$ cat src/rtl/mips32_fetch_queue.sv
`default_nettype none
// ============================================================================
// Module   : mips32_fetch_queue
// Purpose  : MIPS32 fetch front end, prefetch FIFO feeding decode, with redirect flush
// Revision : 1.0
// ============================================================================
module mips32_fetch_queue #(
    parameter int DEPTH = 4,
    parameter int AW    = 10
) (
    input  logic                   clk1,
    input  logic                   rst_n,
    output logic                   imem_req,
    output logic [AW-1:0]          imem_addr,
    input  logic                   imem_gnt,
    input  logic                   imem_rvalid,
    input  logic [31:0]            imem_rdata,
    input  logic                   redirect,
    input  logic [31:0]            redirect_pc,
    input  logic                   halt,
    output logic                   id_valid,
    output logic [31:0]            id_ir,
    output logic [31:0]            id_npc,
    input  logic                   id_ready,
    output logic [31:0]            pc,
    output logic [$clog2(DEPTH):0] count
);

    localparam int            c_pw    = $clog2(DEPTH);
    localparam int            c_cw    = c_pw + 1;
    localparam logic [c_cw:0] c_depth = (c_cw + 1)'(DEPTH);

    logic [31:0]     r_pc;
    logic [c_cw-1:0] r_count;
    logic [c_cw-1:0] r_inflight;
    logic [c_cw-1:0] r_discard;
    logic [c_pw-1:0] r_wp;
    logic [c_pw-1:0] r_rp;
    logic [c_pw-1:0] r_tag_wp;
    logic [c_pw-1:0] r_tag_rp;
    logic [31:0]     r_ir  [DEPTH];
    logic [31:0]     r_npc [DEPTH];
    logic [31:0]     r_tag [DEPTH];

    logic [c_cw:0]   w_occ;
    logic            w_req;
    logic            w_grant;
    logic            w_resp;
    logic            w_push;
    logic            w_pop;

    // Credit rule: FIFO slots already used plus those promised to outstanding reads
    assign w_occ   = {1'b0, r_count} + {1'b0, r_inflight};
    assign w_req   = rst_n && !halt && !redirect && (w_occ < c_depth);
    assign w_grant = w_req && imem_gnt;
    assign w_resp  = imem_rvalid && (r_inflight != '0);
    assign w_push  = w_resp && (r_discard == '0) && !redirect;
    assign w_pop   = (r_count != '0) && id_ready && !redirect;

    assign imem_req  = w_req;
    assign imem_addr = r_pc[AW-1:0];
    assign pc        = r_pc;
    assign count     = r_count;
    assign id_valid  = (r_count != '0);
    assign id_ir     = r_ir[r_rp];
    assign id_npc    = r_npc[r_rp];

    always_ff @(posedge clk1 or negedge rst_n) begin
        if (!rst_n) begin
            r_pc       <= '0;
            r_count    <= '0;
            r_inflight <= '0;
            r_discard  <= '0;
            r_wp       <= '0;
            r_rp       <= '0;
            r_tag_wp   <= '0;
            r_tag_rp   <= '0;
        end else begin
            r_inflight <= r_inflight + c_cw'(w_grant) - c_cw'(w_resp);
            if (w_grant)
                r_tag_wp <= r_tag_wp + 1'b1;
            if (w_resp)
                r_tag_rp <= r_tag_rp + 1'b1;
            if (redirect) begin
                // Everything still outstanding after this edge belongs to the old path
                r_pc      <= redirect_pc;
                r_count   <= '0;
                r_wp      <= '0;
                r_rp      <= '0;
                r_discard <= r_inflight - c_cw'(w_resp);
            end else begin
                if (w_grant)
                    r_pc <= r_pc + 32'd1;
                r_count <= r_count + c_cw'(w_push) - c_cw'(w_pop);
                if (w_push)
                    r_wp <= r_wp + 1'b1;
                if (w_pop)
                    r_rp <= r_rp + 1'b1;
                if (w_resp && (r_discard != '0))
                    r_discard <= r_discard - 1'b1;
            end
        end
    end

    always_ff @(posedge clk1 or negedge rst_n) begin
        if (!rst_n) begin
            for (int i = 0; i < DEPTH; i++) begin
                r_ir[i]  <= '0;
                r_npc[i] <= '0;
            end
        end else if (w_push) begin
            r_ir[r_wp]  <= imem_rdata;
            r_npc[r_wp] <= r_tag[r_tag_rp] + 32'd1;
        end
    end

    // Address tags pair each in-order response with the address that fetched it
    always_ff @(posedge clk1) begin
        if (w_grant)
            r_tag[r_tag_wp] <= r_pc;
    end

endmodule
`default_nettype wire

$ cat config.mk
export PLATFORM = sky130hd
export DESIGN_NAME = mips32_fetch_queue
export DESIGN_NICKNAME = d
export VERILOG_FILES = /design/src/rtl/mips32_fetch_queue.sv
export SDC_FILE = /design/constraint.sdc
export NUM_CORES = 1
export LEC_CHECK = 0
export CAP_MARGIN = 10
export CORE_UTILIZATION = 55
export DETAILED_ROUTE_END_ITERATION = 7
export MAX_ROUTING_LAYER = met4
export PLACE_DENSITY = 0.77
export SYNTH_ARGS = -nofsm -noshare
export SYNTH_HDL_FRONTEND = slang
export SYNTH_SLANG_ARGS = --single-unit
$ cat constraint.sdc
create_clock -name clk1 -period 3.6 [get_ports clk1]
set_input_delay 0.54 -clock clk1 [delete_from_list [all_inputs] [get_ports clk1]]
set_output_delay 0.54 -clock clk1 [all_outputs]
set_load 0.005 [all_outputs]
== After elaboration in Yosys (flattened, before gate mapping) ==
Memory sizes are Yosys's and may differ from the RTL's.
Cells that the tools add are included.
Word-level totals
  bits in registers: 305
  latch bits: 0
  RAM bits: 128
  ROM bits: 0
  output and inout port bits: 111
  logic and storage cells: 78
  memories: 1
Cells by class
  $add $sub $neg: 13
  $mul: 0
  div/mod/pow operators: 0
  $lt $le $gt $ge: 4
  eq/ne operators: 0
  shift operators: 0
  muxes and demuxes: 21
  bitwise operators: 2
  reductions and logical operators: 21
Memory list
  r_tag: depth 4, bits a word 32, read ports 1, clocked after memory_dff 0, write ports 1, RTL line 43  | logic [31:0] r_tag [DEPTH];
Operators with widths (number)
  $bwmux 128: 2
  $mux 32: 7
  $bmux 32 s2: 2
  $add 32x1->32 const B: 2
  $demux 32 s2: 1
  $logic_and 1x1->1: 11
  $mux 3: 3
  $reduce_bool 3->1: 3
  $sub 3x1->3: 3
  $add 2x1->2 const B: 4
  $mux 2: 4
  $reduce_bool 2->1: 4
  $add 3x1->3: 2
  $ge 3x3->1 const B: 2
  $not 2->3: 2
  $add 3x3->4: 1
  $lt 4x3->1 const B: 1
  $logic_not 3->1: 1
  $lt 3x1->1 const B: 1
  $sub 3x1->3 const B: 1
  $logic_not 1->1: 2
  $mux 1: 2

== Logic depth before layout (Yosys ltp) ==
  depth in word-level cells: 7
  depth in mapped cells: 13

== Worst setup path after synthesis ==
Ideal clock, no wire load.
  path type: register to register
  start: register r_count[2], in the netlist count[2]
  end: memory r_tag[0][0], enable pin
  setup time: 0.392 ns
  arrival time: 2.736 ns
  data required time: 3.208 ns
  setup slack: 0.472 ns
  cell stages (with the launch flop): 8
  buffers on the path: 3
  period minus slack after synthesis: 3.128 ns
  cells stage by stage: dfrtp_1 ha_1 nor4b_1 and4_1 clkbuf_1 clkbuf_1 clkbuf_1 and2_1
Between the ends
  longest elaborated chain between the ends: 6
RTL lines
  from (decl): RTL line 34  | logic [c_cw-1:0] r_count;
  from (signal assigned): RTL line 94  | r_count <= r_count + c_cw'(w_push) - c_cw'(w_pop);
  $add 3x3->4: RTL line 53  | assign w_occ = {1'b0, r_count} + {1'b0, r_inflight};
  $lt 4x3->1: RTL line 54  | assign w_req = rst_n && !halt && !redirect && (w_occ < c_depth);
  $logic_and 1x1->1: RTL line 54
  $logic_and 1x1->1: RTL line 55  | assign w_grant = w_req && imem_gnt;
  $mux 1: RTL line 119  | if (w_grant)
  $mux 1 (not written as such): RTL line 120  | r_tag[r_tag_wp] <= r_pc;
  to (decl): RTL line 43
No other way between the ends.

== Worst setup path in the final report ==
  start: register r_rp[0]
  end: output port id_npc[20]
Between the ends
  longest elaborated chain between the ends: 4
RTL lines
  from (decl): RTL line 38  | logic [c_pw-1:0] r_rp;
  from (signal assigned): RTL line 98  | r_rp <= r_rp + 1'b1;
  $not 2->3 (not written as such): RTL line 66  | assign id_npc = r_npc[r_rp];
  $bmux 32 s2: RTL line 66
  $mux 32 (not written as such) (2 in series): RTL line 66
  to (decl): RTL line 23  | output logic [31:0] id_npc,
No other way between the ends. The select of a mux whose other input is x is not followed.

==> impl_summary.md <==
Placement
Routability-driven placement finished with a final weighted congestion of 0.8833. Including well taps, the total number of placed cells is 1926. Detailed placement ended at an HPWL of 26480 µm. Input and output buffers added on the ports amount to 181.

The setup slack after placement is 0.3528 ns.

GRT
The wire length of the first global-routing pass is 66580 µm. The number of antenna violations at the first check in global routing is 0. The number of global-route vias before repair was 12420. The global router's overall resource usage is 24.55%. Global routing finished with a remaining overflow of 0. The pin count of the biggest net entering global routing is 156.

Route
The first detailed-routing pass took 5 iterations. The detailed-route DRC error count is 0. The count of nets left with antenna violations once routing finished came out at 0. The routed wire length is 40930 µm. The detailed-route via count is 11820. The mean routed wirelength per cell is 20.39 µm. Dividing the detail-routed via count by the number of cells gives 5.890.

In this run, the number of DRC markers left after iteration 0 of detailed routing was 783.

Finish
Relative to the synthesized area, the layout overhead comes to 19.95%. For this run, the post-layout net count is 1617. 0 antenna diodes ended up in the layout. The final cell count without fillers is 2007. Counting the fill cells in the layout gives 2320. The post-route netlist has 23.60% of its cells at a drive strength greater than 1.

Logic synthesis
Among all cell types in the netlist, the one instantiated most often is dfrtp_1. The post-synth design cell area is 19070 µm². The top-area cell type share of the netlist area is 40.03%. Yosys mapped a number of flops with a built-in enable equal to 128. The most area-hungry cell type in the Yosys netlist is dfrtp_1. In the synthesized netlist, the cells that appear most often are 305 x dfrtp_1, 144 x mux2_2, 141 x nor2_1.

Ranked by total cell area, the synthesized netlist is headed by dfrtp_1 40%, edfxtp_1 20%, mux4_2 11%. The number of register bits inferred by synthesis is 433. The synthesized netlist net count is 1438. Yosys mapped the design onto 50 distinct sky130hd cell types. The synthesized instance count is 1345. Of the synthesized area, sequential elements account for 60.19%. For this run, the leading register cell type out of synthesis is dfrtp_1. The number of warning messages in the yosys log is 0. The share of flip-flops with an asynchronous set or reset is 70.44%.

In this run the mean area of a mapped cell was 14.18 µm².

STA
The final cycle utilization of the critical path is 87.33%. The final period demand of the worst path is 3.144 ns. Setup violations remaining at the end of the flow were counted as 0. Setup repair after global routing left no endpoint under its margin. The upper clock frequency limit is 318.1 MHz. The worst hold slack after final layout is 0.1021 ns. Across the routed clock network, the largest skew measured is 0.01658 ns.

The total negative slack for setup checks is 0 ns. Measured against its own limit, the worst slew margin works out to 36.00%. The max-slew violation total from the final report is 0. The number of failing hold endpoints at the final stage was 0.

The post-route worst setup slack is 0.4561 ns. For the pin with the worst max-slew slack, the measured transition is 0.9601 ns.

Clock network
The number of buffers created by CTS is 44. The number of buffers between clock root and the deepest sink is 3. Counting every sink on the clock net gives 433. The count of instances resized after the clock tree is built is 0. The total of hold buffers inserted after clock tree synthesis is 0. The buffer cell driving the clock tree root is clkbuf_16.

Clock-pin slew was measured on the worst setup and hold paths at 0.06 ns. Once the clock tree was built, the setup fixing pass inserted 0 buffers. The CTS tree is yes. The source-to-sink clock delay at the later pin of the worst-skew pair is 0.54 ns. The number of levels the H-tree was split into is 2.

Worst hold path
The min-delay analysis places its worst path in the category input pin to asynchronous set/reset pin.

Worst setup path
The worst setup path is of the register to primary output kind. The required arrival time at the worst endpoint is 3.06 ns. The critical-path maximum fanout is 16. The worst setup path is captured at a primary output. STA classifies the critical path startpoint as a register. The timing startpoint of the critical path is r_rp[0]$_DFFE_PN0P_. The internal reg-to-reg setup slack is 0.65 ns. The worst register-to-register path ends at r_inflight[2]$_DFF_PN0_.

The capture point of the critical path is id_npc[20]. The worst register-to-register path begins at count[1]$_DFF_PN0_. Data on the critical path arrives at its endpoint at 2.60 ns. The worst register-to-register path has a depth of 11.

Pwr
The worst-case IR drop observed on VDD is 0.5441 mV. In this run the power density over the cells is 671.0 nW/µm². Total power for the finished layout comes to 15.35 mW. The cell leakage power is 9.423 nW.

Run
The number of max-capacitance violations reported is 0.

Floorplan
The die outline area is 35410 µm². The floorplan has 67 rows. The number of primary I/O pins is 182. The y dimension of the die is 188.2 µm.

The die is 188.2 µm wide. The initial standard-cell utilization of the core is 56.43%. The floorplan step defined a core boundary enclosing 33780 µm².

Run status
The flow ran to the end, and the final reports show no timing, DRC or antenna violations.
[registers in the layout (all words and copies together) (netlist names)]
signal and cells:
r_ir 128, r_discard 3, r_rp 2, r_npc 128, r_inflight 3, r_tag_rp 2
r_tag 128, r_tag_wp 2, r_wp 2, count 3, pc 32
[worst max-delay path, cell delays in order, from the launching register on]
cell,delay [ns]
dfrtp_4,0.66
buf_4,0.33
mux4_2,0.58
clkdlybuf4s50_1,0.48
[layout by cell type, fill, tap and decap left out, types with 9 or more instances in the layout]
| cell | instances |
|---|---|
| dfrtp_1 | 302 |
| edfxtp_1 | 128 |
| nand2_1 | 52 |
| o21ai_0 | 23 |
| clkbuf_8 | 11 |
| clkbuf_1 | 12 |
| inv_1 | 21 |
| ha_1 | 20 |
| nand4_1 | 18 |
| xor2_1 | 14 |
| clkdlybuf4s50_1 | 179 |
| buf_12 | 9 |
| buf_4 | 32 |
| nor3_1 | 12 |
| o311ai_0 | 9 |
| xnor2_1 | 30 |
| mux2_2 | 144 |
| nand3_1 | 19 |
| mux4_2 | 96 |
| clkbuf_16 | 45 |
| a21oi_1 | 124 |
| nor2_1 | 141 |
| and3_1 | 15 |
| a221o_1 | 10 |
[report_power, final]
group	internal, mW	leakage [nW]	switching, mW
clock	2.67	0.716	1.81
combinational	2.58	3.48	2.07
sequential	5.72	5.23	0.500
[stage by stage]
stage               cell area [µm²]  utilization [%]
floorplan                     19070                -
global placement              21430            63.42
detailed placement            21430            63.42
CTS                           22870            67.69
global route                  22870            67.69
finish                        22870            67.69
[final cells by class]
type                    count  area (µm²)  area share [%]
clock buffers              68        1323           5.783
flip-flops and latches    433       11480           50.21
inverters                  21       78.83          0.3447
multi-input cells         802        7073           30.93
repair buffers            222        2232           9.760
well taps                 448       560.5           2.451
clock inverters            13       120.1          0.5252
[cells by family (layout without fill, tap and decap cells)]
group                      count (synthesis)  in the layout  share of synthesized area [%]
DFF                                      433            433                          60.19
and+or+nand+nor                          309            309                          7.947
muxes                                    246            246                          20.16
AOI/OAI and AO/OA                        181            181                          5.394
buffers and inverters                    110            324                          2.763
xor gates and xnor gates                  44             44                          2.021
adders and majority gates                 22             22                          1.523
[how the worst min path moves through the flow]
| stage | startpoint | endpoint |
|---|---|---|
| global route | rst_n | r_npc[104]$_DFFE_PN0P_ |
| floorplan | rst_n | count[0]$_DFF_PN0_ |
| CTS | rst_n | r_npc[104]$_DFFE_PN0P_ |
| finish | rst_n | r_npc[104]$_DFFE_PN0P_ |
| global placement | r_ir[33]$_DFFE_PN0P_ | r_ir[33]$_DFFE_PN0P_ |
| detailed placement | r_ir[102]$_DFFE_PN0P_ | r_ir[102]$_DFFE_PN0P_ |
[layer usage]
| layer | up-vias | track usage [%] | routed length (µm) |
|---|---|---|---|
| met5 | - | - | 0 |
| met4 | 0 | 6.473 | 807 |
| met3 | 63 | 3.222 | 2243 |
| met2 | 371 | 39.99 | 20360 |
| met1 | 6064 | 32.87 | 17520 |
| li1 | 5324 | - | - |
(Power assumes the default switching activity.)
